==> src/rtl/uart_led_pkg.sv <==
// Shared constants and the receiver state encoding for uart_led_rx.
`timescale 1ns/1ps
package uart_led_pkg;

    localparam int CLKS_PER_BIT_DEF = 104;
    localparam int DATA_BITS        = 8;

    typedef enum logic [2:0] {
        ST_IDLE  = 3'd0,
        ST_START = 3'd1,
        ST_DATA  = 3'd2,
        ST_STOP  = 3'd3,
        ST_DONE  = 3'd4
    } uart_led_state_e;

endpackage

==> src/rtl/uart_led_sync.sv <==
// Two-flop synchronizer for an asynchronous input; both flops reset to 1 (UART idle level).
`timescale 1ns/1ps
module uart_led_sync (
    input  logic clk,
    input  logic rst,
    input  logic i_d,
    output logic o_q
);

    logic r_meta;
    logic r_sync;

    always_ff @(posedge clk or negedge rst) begin
        if (!rst) begin
            r_meta <= 1'b1;
            r_sync <= 1'b1;
        end else begin
            r_meta <= i_d;
            r_sync <= r_meta;
        end
    end

    assign o_q = r_sync;

endmodule

==> src/rtl/uart_led_rx.sv <==
// 8N1 UART receiver driving an LED bank; mid-bit sampling with a one-cycle data_valid strobe.
// Optional stop-bit framing check is enabled by defining UART_LED_FRAME_CHECK_EN.
`timescale 1ns/1ps
module uart_led_rx
    import uart_led_pkg::*;
#(
    parameter int CLKS_PER_BIT = CLKS_PER_BIT_DEF
) (
    input  logic                 clk,
    input  logic                 rst,
    input  logic                 rx,
    output logic [DATA_BITS-1:0] data_out,
    output logic                 data_valid,
    output logic [2:0]           o_dbg_state
);

    localparam int CNT_W = $clog2(CLKS_PER_BIT);
    localparam logic [CNT_W-1:0] CNT_MAX  = CNT_W'(CLKS_PER_BIT - 1);
    localparam logic [CNT_W-1:0] HALF_MAX = CNT_W'(CLKS_PER_BIT / 2 - 1);
    localparam logic [2:0]       LAST_BIT = 3'(DATA_BITS - 1);

    localparam logic [2:0] S_IDLE  = ST_IDLE;
    localparam logic [2:0] S_START = ST_START;
    localparam logic [2:0] S_DATA  = ST_DATA;
    localparam logic [2:0] S_STOP  = ST_STOP;
    localparam logic [2:0] S_DONE  = ST_DONE;

    logic                 w_rx_s;
    logic [2:0]           r_state;
    logic [CNT_W-1:0]     r_cnt;
    logic [2:0]           r_bit_idx;
    logic [DATA_BITS-1:0] r_shift;
`ifdef UART_LED_FRAME_CHECK_EN
    logic                 r_frame_err;
`endif

    uart_led_sync u_rx_sync (
        .clk (clk),
        .rst (rst),
        .i_d (rx),
        .o_q (w_rx_s)
    );

    always_ff @(posedge clk or negedge rst) begin
        if (!rst) begin
            r_state     <= S_IDLE;
            r_cnt       <= '0;
            r_bit_idx   <= '0;
            r_shift     <= '0;
            data_out    <= '0;
            data_valid  <= 1'b0;
`ifdef UART_LED_FRAME_CHECK_EN
            r_frame_err <= 1'b0;
`endif
        end else begin
            data_valid <= 1'b0;
            case (r_state)
                S_IDLE: begin
                    r_cnt <= '0;
                    if (!w_rx_s) begin
                        r_state <= S_START;
                    end
                end
                S_START: begin
                    if (r_cnt != HALF_MAX) begin
                        r_cnt <= r_cnt + CNT_W'(1);
                    end else begin
                        r_cnt <= '0;
                        // A start bit that is high again at mid-bit was only a glitch.
                        if (!w_rx_s) begin
                            r_bit_idx <= '0;
                            r_state   <= S_DATA;
                        end else begin
                            r_state <= S_IDLE;
                        end
                    end
                end
                S_DATA: begin
                    if (r_cnt != CNT_MAX) begin
                        r_cnt <= r_cnt + CNT_W'(1);
                    end else begin
                        r_cnt              <= '0;
                        r_shift[r_bit_idx] <= w_rx_s;
                        if (r_bit_idx == LAST_BIT) begin
                            r_state <= S_STOP;
                        end else begin
                            r_bit_idx <= r_bit_idx + 3'd1;
                        end
                    end
                end
                S_STOP: begin
                    if (r_cnt != CNT_MAX) begin
                        r_cnt <= r_cnt + CNT_W'(1);
                    end else begin
                        r_cnt   <= '0;
                        r_state <= S_DONE;
`ifdef UART_LED_FRAME_CHECK_EN
                        if (w_rx_s) begin
                            data_out    <= r_shift;
                            data_valid  <= 1'b1;
                            r_frame_err <= 1'b0;
                        end else begin
                            r_frame_err <= 1'b1;
                        end
`else
                        data_out   <= r_shift;
                        data_valid <= 1'b1;
`endif
                    end
                end
                S_DONE: begin
`ifdef UART_LED_FRAME_CHECK_EN
                    // After a framing error, hold here until the line is released.
                    if (!r_frame_err || w_rx_s) begin
                        r_frame_err <= 1'b0;
                        r_state     <= S_IDLE;
                    end
`else
                    r_state <= S_IDLE;
`endif
                end
                default: begin
                    r_state <= S_IDLE;
                end
            endcase
        end
    end

    assign o_dbg_state = r_state;

endmodule

==> config.mk <==
export PLATFORM = sky130hd
export DESIGN_NAME = uart_led_rx
export DESIGN_NICKNAME = d
export VERILOG_FILES = /design/src/rtl/uart_led_pkg.sv /design/src/rtl/uart_led_sync.sv /design/src/rtl/uart_led_rx.sv
export SDC_FILE = /design/constraint.sdc
export NUM_CORES = 1
export LEC_CHECK = 0
export BUFFER_PORTS_ARGS = -buffer_cell sky130_fd_sc_hd__buf_4
export CAP_MARGIN = 20
export CORE_MARGIN = 2
export CORE_UTILIZATION = 50
export CTS_BUF_LIST = sky130_fd_sc_hd__clkbuf_8
export CTS_CLUSTER_DIAMETER = 30
export DETAILED_ROUTE_END_ITERATION = 12
export PLACE_DENSITY = 0.69
export SYNTH_ARGS = -nofsm -noshare
export SYNTH_HDL_FRONTEND = slang
export SYNTH_SLANG_ARGS = --single-unit
==> constraint.sdc <==
create_clock -name clk -period 4.5 [get_ports clk]
set_clock_uncertainty 0.1 [all_clocks]
set_input_delay 0.45 -clock clk [delete_from_list [all_inputs] [get_ports clk]]
set_output_delay 0.45 -clock clk [all_outputs]
set_load 0.005 [all_outputs]
### Word level (Yosys, flattened, before mapping)

Cells that the tools add are included.

* equality and inequality tests: 13
* reduce and logical (&&, ||, !) cells: 9
* bitwise operators: 1
* add/subtract/negate cells: 2
* muxes and demuxes: 20
* $lt $le $gt $ge: 2

Operators with widths (number)
* $mux W3: 9
* $pmux W7 S3: 1
* $mux W7: 2
* $ne A2 B2 Y1 const B: 7
* $pmux W3 S4: 1
* $reduce_and A5 Y1: 2
* $bwmux W8: 1
* $add A7 B1 Y7 const B: 1
* $ne A7 B6 Y1 const B: 1
* $ne A7 B7 Y1 const B: 1
* $eq A3 B2 Y1 const B: 2
* $pmux W3 S2: 1
* $lt A3 B4 Y1 const B: 1
* $reduce_and A2 Y1: 2
* $add A3 B1 Y3 const B: 1
* $demux W1 S3: 1
* $eq A3 B1 Y1 const B: 1
* $eq A3 B3 Y1 const B: 1
* $ge A3 B1 Y1 const B: 1
* $logic_not A3 Y1: 1
* $mux W1: 3
* $reduce_bool A3 Y1: 1
* $mux W2: 1
* $reduce_bool A2 Y1: 1
* other kinds (3): 3

* register bits: 32
* input bits: 3
* logic and storage cells: 55
* output and inout bits: 12

### Depth between registers and ports, before layout

* word-level depth: 5
* gate-level depth with buffers: 6

### Hierarchy

From an unflattened synthesis, not the netlist that was laid out.

* cell total of the unflattened synthesis: 123
* area total of the unflattened synthesis: 1501.4 um^2

By module, submodules not included
* uart_led_rx: instances 1, seq. area each 750.7 um^2, cells an instance 121, area each 1448.9 um^2
* uart_led_sync: instances 1, seq. area each 52.6 um^2, cells an instance 2, area each 52.6 um^2

### Worst setup path after synthesis

Ideal clock, no wire load.

* path type: flip-flop to flip-flop
* from: register r_cnt[0]
* to: register r_bit_idx[0]
* path buffers: 1
* arrival time: 1.538 ns
* setup slack: 2.737 ns
* stages on the path, launching flop included: 6
* path through: dfrtp_1 > ha_1 > clkbuf_1 > nand4_2 > o32a_1 > mux2_2

* cells in the longest elaborated chain, start to end: 3
* elaborated cells on any way between the ends: 5
* classes of those cells: eq/ne: 4; reduce/logical: 1

RTL lines
* from (decl): line uart_led_rx.sv:30 `logic [CNT_W-1:0] r_cnt;`
* from (signal assigned): line uart_led_rx.sv:66 `r_cnt <= r_cnt + CNT_W'(1);`
* from (signal assigned): line uart_led_rx.sv:80 `r_cnt <= r_cnt + CNT_W'(1);`
* from (signal assigned): line uart_led_rx.sv:93 `r_cnt <= r_cnt + CNT_W'(1);`
* $ne A7 B7 Y1 / $ne A7 B6 Y1 (equally long branches): line uart_led_rx.sv:79, uart_led_rx.sv:65
* $ne A2 B2 Y1 (no source line)
* $reduce_and A5 Y1 (no source line) (*)
* to (signal assigned): line uart_led_rx.sv:87 `r_bit_idx <= r_bit_idx + 3'd1;`
* to (decl): line uart_led_rx.sv:31 `logic [2:0] r_bit_idx;`

Every way passes the cells marked *; elsewhere a longest branch is shown, timed or not.
A chain may end at the register's enable or synchronous reset.

### Worst setup path in the final report

* from: register r_state[2] (netlist: o_dbg_state[2])
* to: register data_out[0]

* cells in the longest elaborated chain, start to end: 2

RTL lines
* from (decl): line uart_led_rx.sv:29 `logic [2:0] r_state;`
* from (signal assigned): line uart_led_rx.sv:46 `r_state <= S_IDLE;`
* from (signal assigned): line uart_led_rx.sv:61 `r_state <= S_START;`
* from (signal assigned): line uart_led_rx.sv:72 `r_state <= S_DATA;`
* $eq A3 B2 Y1: line uart_led_rx.sv:57 `case (r_state)`
* $reduce_and A2 Y1 (no source line)
* to (signal assigned): line uart_led_rx.sv:106 `data_out <= r_shift;`
* to (decl): line uart_led_rx.sv:12 `output logic [DATA_BITS-1:0] data_out,`

No other way between the ends.

==> flow_metrics.env <==
export IMPL_static_leakage_power_nw=0.8163
export IMPL_worstPathArrival_ns=2.00
export IMPL_stdcell_area_um2=1665
export IMPL_drt_iter0_drc=33
export IMPL_ctsLongestPathBuffers=2
export IMPL_cp_max_fo=11
export IMPL_pin_count=15
export IMPL_rsz_0062_raised_after_global_routing="false"
export IMPL_netlist_top_cell_by_area="sky130_fd_sc_hd__dfrtp_1"
export IMPL_violated_checks="hold timing"
export IMPL_post_cts_repair_setup_buffers=0
export IMPL_preCtsSetupSlack_ns=2.569
export IMPL_finalSetupViolCount=0
export IMPL_design_core_area_um2=2781
export IMPL_final_period_minus_worst_setup_slack_ns=1.938
export IMPL_dieWidth_um=58.39
export IMPL_ff_latch_area_um2=803.3
export IMPL_areal_power_density_over_the_cells_nw_per_um2=297.2
export IMPL_drt_vias_per_instance=5.717
export IMPL_max_slew_worst_pin_slew_ns=0.4712
export IMPL_synth_cell_type_count=34
export IMPL_postRouteAntennaNets=0
export IMPL_cts_buffers_inserted=5
export IMPL_critical_path_slowest_cell="sky130_fd_sc_hd__dfrtp_1"
export IMPL_first_global_vias=976
export IMPL_worst_skew_pair_late_latency_ns=0.27
export IMPL_critical_path_class="reg -> reg"
export IMPL_net_count_of_the_mapped_netlist=126
export IMPL_placement_rows=19
export IMPL_worst_slack_ns=2.562
export IMPL_detailroute_via_count=949
export IMPL_grt_pass1_wl_um=4471
export IMPL_layout_drive_gt1_share_pct=28.15
export IMPL_diodes=0
export IMPL_layout_area_overhead_vs_synth_pct=12.61
export IMPL_placed_area_um2=1588
export IMPL_yosysWarningCount=0
export IMPL_worst_r2r_setup_slack_ns=2.56
export IMPL_worstSetupStartpointType="register"
export IMPL_post_synth_inst_count=120
export IMPL_filler_cell_count=236
export IMPL_ctsResizeCount=0
export IMPL_die_height_um=58.39
export IMPL_dp_hpwl_um=1632
export IMPL_finalMaxSlewViolations=0
export IMPL_grt_total_usage_pct=17.82
export IMPL_layout_nets=141
export IMPL_multi_input_area_um2=633.1
export IMPL_timing_critical_path_required_ns=4.56
export IMPL_reg_to_reg_endpoint="data_out[0]"
export IMPL_ys_seq_elements=32
export IMPL_overflow=0
export IMPL_timing_final_crit_share_pct=43.07
export IMPL_timing_critical_path_to_type="register"
export IMPL_worstReg2RegStart="o_dbg_state[2]"
export IMPL_synth_top_area_share_pct=50.76
export IMPL_total_wirelength_um=2430
export IMPL_timing_reg2reg_worst_path_depth=4
export IMPL_report_final_hold_viol_count=13
export IMPL_synthTopCellsByArea="sky130_fd_sc_hd__dfrtp_1, sky130_fd_sc_hd__mux2_2, sky130_fd_sc_hd__mux2_1"
export IMPL_syn_area_um2=1479
export IMPL_cts_reportedPaths_clkPinSlew_ns=0.06
export IMPL_cts_root_buffer="sky130_fd_sc_hd__clkbuf_8"
export IMPL_vdd_ir_drop_worst_uv=245.9
export IMPL_detail_route_first_pass_iterations=4
export IMPL_max_stage_delay_ns=0.52
export IMPL_maximum_number_of_pins_on_one_net_before_global_route_repair=33
export IMPL_setup_total_negative_slack_ns=0
export IMPL_cts_tree="done"
export IMPL_port_buffers=14
export IMPL_holdBufCountCts=0
export IMPL_power_w=0.0004950
export IMPL_worst_hold_path_type="in -> async"
export IMPL_drv_cap=0
export IMPL_gpl_final_weighted_congestion=0.8302
export IMPL_clock_sink_count=32
export IMPL_drc_violations_left=0
export IMPL_starting_density_pct=53.17
export IMPL_floorplan_die_area_um2=3409
export IMPL_hold_ws_ns=-0.003672
export IMPL_htreeDepth=2
export IMPL_fmax_mhz=515.9
export IMPL_synth_seq_area_share_pct=54.31
export IMPL_crit_chain="and2b_2, nand4_2, nor2_4, mux2_2"
export IMPL_antenna_found_initial=0
export IMPL_outcome="complete, but fails checks"
export IMPL_synthesis_area_per_instance_um2=12.32
export IMPL_maxSlewHeadroom_pct=68.59
export IMPL_routedWlPerCell_um=14.64
==> worst max path at each step <==
stage / from / end / slack, ns / depth (start not counted)
6_report: o_dbg_state[2] / data_out[0] / 2.56 / 4
5_1_grt: r_cnt[3] / r_cnt[0] / 2.40 / 4
4_1_cts: o_dbg_state[2] / data_out[0] / 2.56 / 4
3_5_place_dp: o_dbg_state[2] / data_out[0] / 2.57 / 4
3_3_place_gp: o_dbg_state[2] / r_shift[7] / 2.61 / 4
2_1_floorplan: r_cnt[0] / r_bit_idx[0] / 2.74 / 5
==> where the power goes <==
part	leakage [nW]	internal, W	switching [W]	total, W
Combinational	0.346	0.00000155	0.00000558	0.00000714
Clock	0.0452	0.000103	0.0000943	0.000197
Sequential	0.425	0.000289	0.00000152	0.000291
Total	0.816	0.000394	0.000101	0.000495
==> Yosys cell counts <==
master	number
sky130_fd_sc_hd__xnor2_1	2
sky130_fd_sc_hd__dfstp_2	2
sky130_fd_sc_hd__nand4_1	3
sky130_fd_sc_hd__a221oi_2	1
sky130_fd_sc_hd__buf_6	1
sky130_fd_sc_hd__and4bb_1	1
sky130_fd_sc_hd__nor3_1	1
sky130_fd_sc_hd__clkbuf_1	3
sky130_fd_sc_hd__nand4_2	1
sky130_fd_sc_hd__buf_4	1
sky130_fd_sc_hd__o32a_1	1
sky130_fd_sc_hd__mux2i_1	3
sky130_fd_sc_hd__inv_1	2
sky130_fd_sc_hd__and2b_2	1
sky130_fd_sc_hd__buf_2	1
sky130_fd_sc_hd__or3_1	1
sky130_fd_sc_hd__nor4b_1	1
sky130_fd_sc_hd__mux2_2	12
sky130_fd_sc_hd__nor2_1	14
sky130_fd_sc_hd__dfrtp_1	30
sky130_fd_sc_hd__nand3_1	6
sky130_fd_sc_hd__nand4b_1	5
sky130_fd_sc_hd__and3_1	1
sky130_fd_sc_hd__nand2_1	3
sky130_fd_sc_hd__o21ai_0	2
sky130_fd_sc_hd__nor2_4	1
sky130_fd_sc_hd__a21oi_1	2
sky130_fd_sc_hd__nor2b_1	2
sky130_fd_sc_hd__mux2_1	5
sky130_fd_sc_hd__a22o_1	2
sky130_fd_sc_hd__a2111oi_1	1
sky130_fd_sc_hd__xor2_1	4
sky130_fd_sc_hd__and4_1	1
sky130_fd_sc_hd__ha_1	3
==> logic make-up after synthesis <==
group / count (synthesis) / synth area share (%)
and+or+nand+nor: 42 / 16.84
DFF: 32 / 54.31
muxes: 20 / 14.97
AOI/OAI and AO/OA: 9 / 4.907
buffers and inverters: 8 / 2.876
xor gates and xnor gates: 6 / 3.553
adders and majority gates: 3 / 2.538
==> routing by layer <==
layer	part of all wire [%]	GRT usage [%]
met1	49	23.42
met2	46	27.13
met3	3.8	6.593
met4	1.3	6.312
met5	0	0
==> placed cells by master (no fill, tap or decap), drive strengths merged, types with 3 or more instances in the layout <==
cell type,n
dfrtp,30
mux2,17
nor2,15
buf,14
nand3,6
nand4b,5
clkbuf,5
xor2,4
nand4,4
inv,3
mux2i,3
nand2,3
ha,3
==> critical path: cells and delay by family (launching register included) <==
kind	cells	cell delay (ns)
muxes	1	0.39
and+or+nand+nor	3	0.80
DFF	1	0.52
==> flip-flops by register name, indices dropped and copies added, names as in the netlist <==
name              cells
data_out              8
r_shift               8
r_cnt                 7
o_dbg_state           3
r_bit_idx             3
data_valid            1
u_rx_sync.o_q         1
u_rx_sync.r_meta      1
==> area by class of cell <==
cell class,count,share of cell area (%)
Clock buffer,5,4.132
Clock inverter,2,0.5259
Sequential cell,32,48.23
Timing Repair Buffer,14,6.311
Inverter,2,0.4508
Tap cell,31,2.329
Multi-Input combinational cell,80,38.02
==> per-stage QoR <==
stage | util, % | instances
after floorplan | - | 120
after detailed placement | 57.08 | 159
after CTS | 59.87 | 166
after global placement | 57.08 | 159
after global routing | 59.87 | 166
final | 59.87 | 166
(Power assumes the default switching activity.)
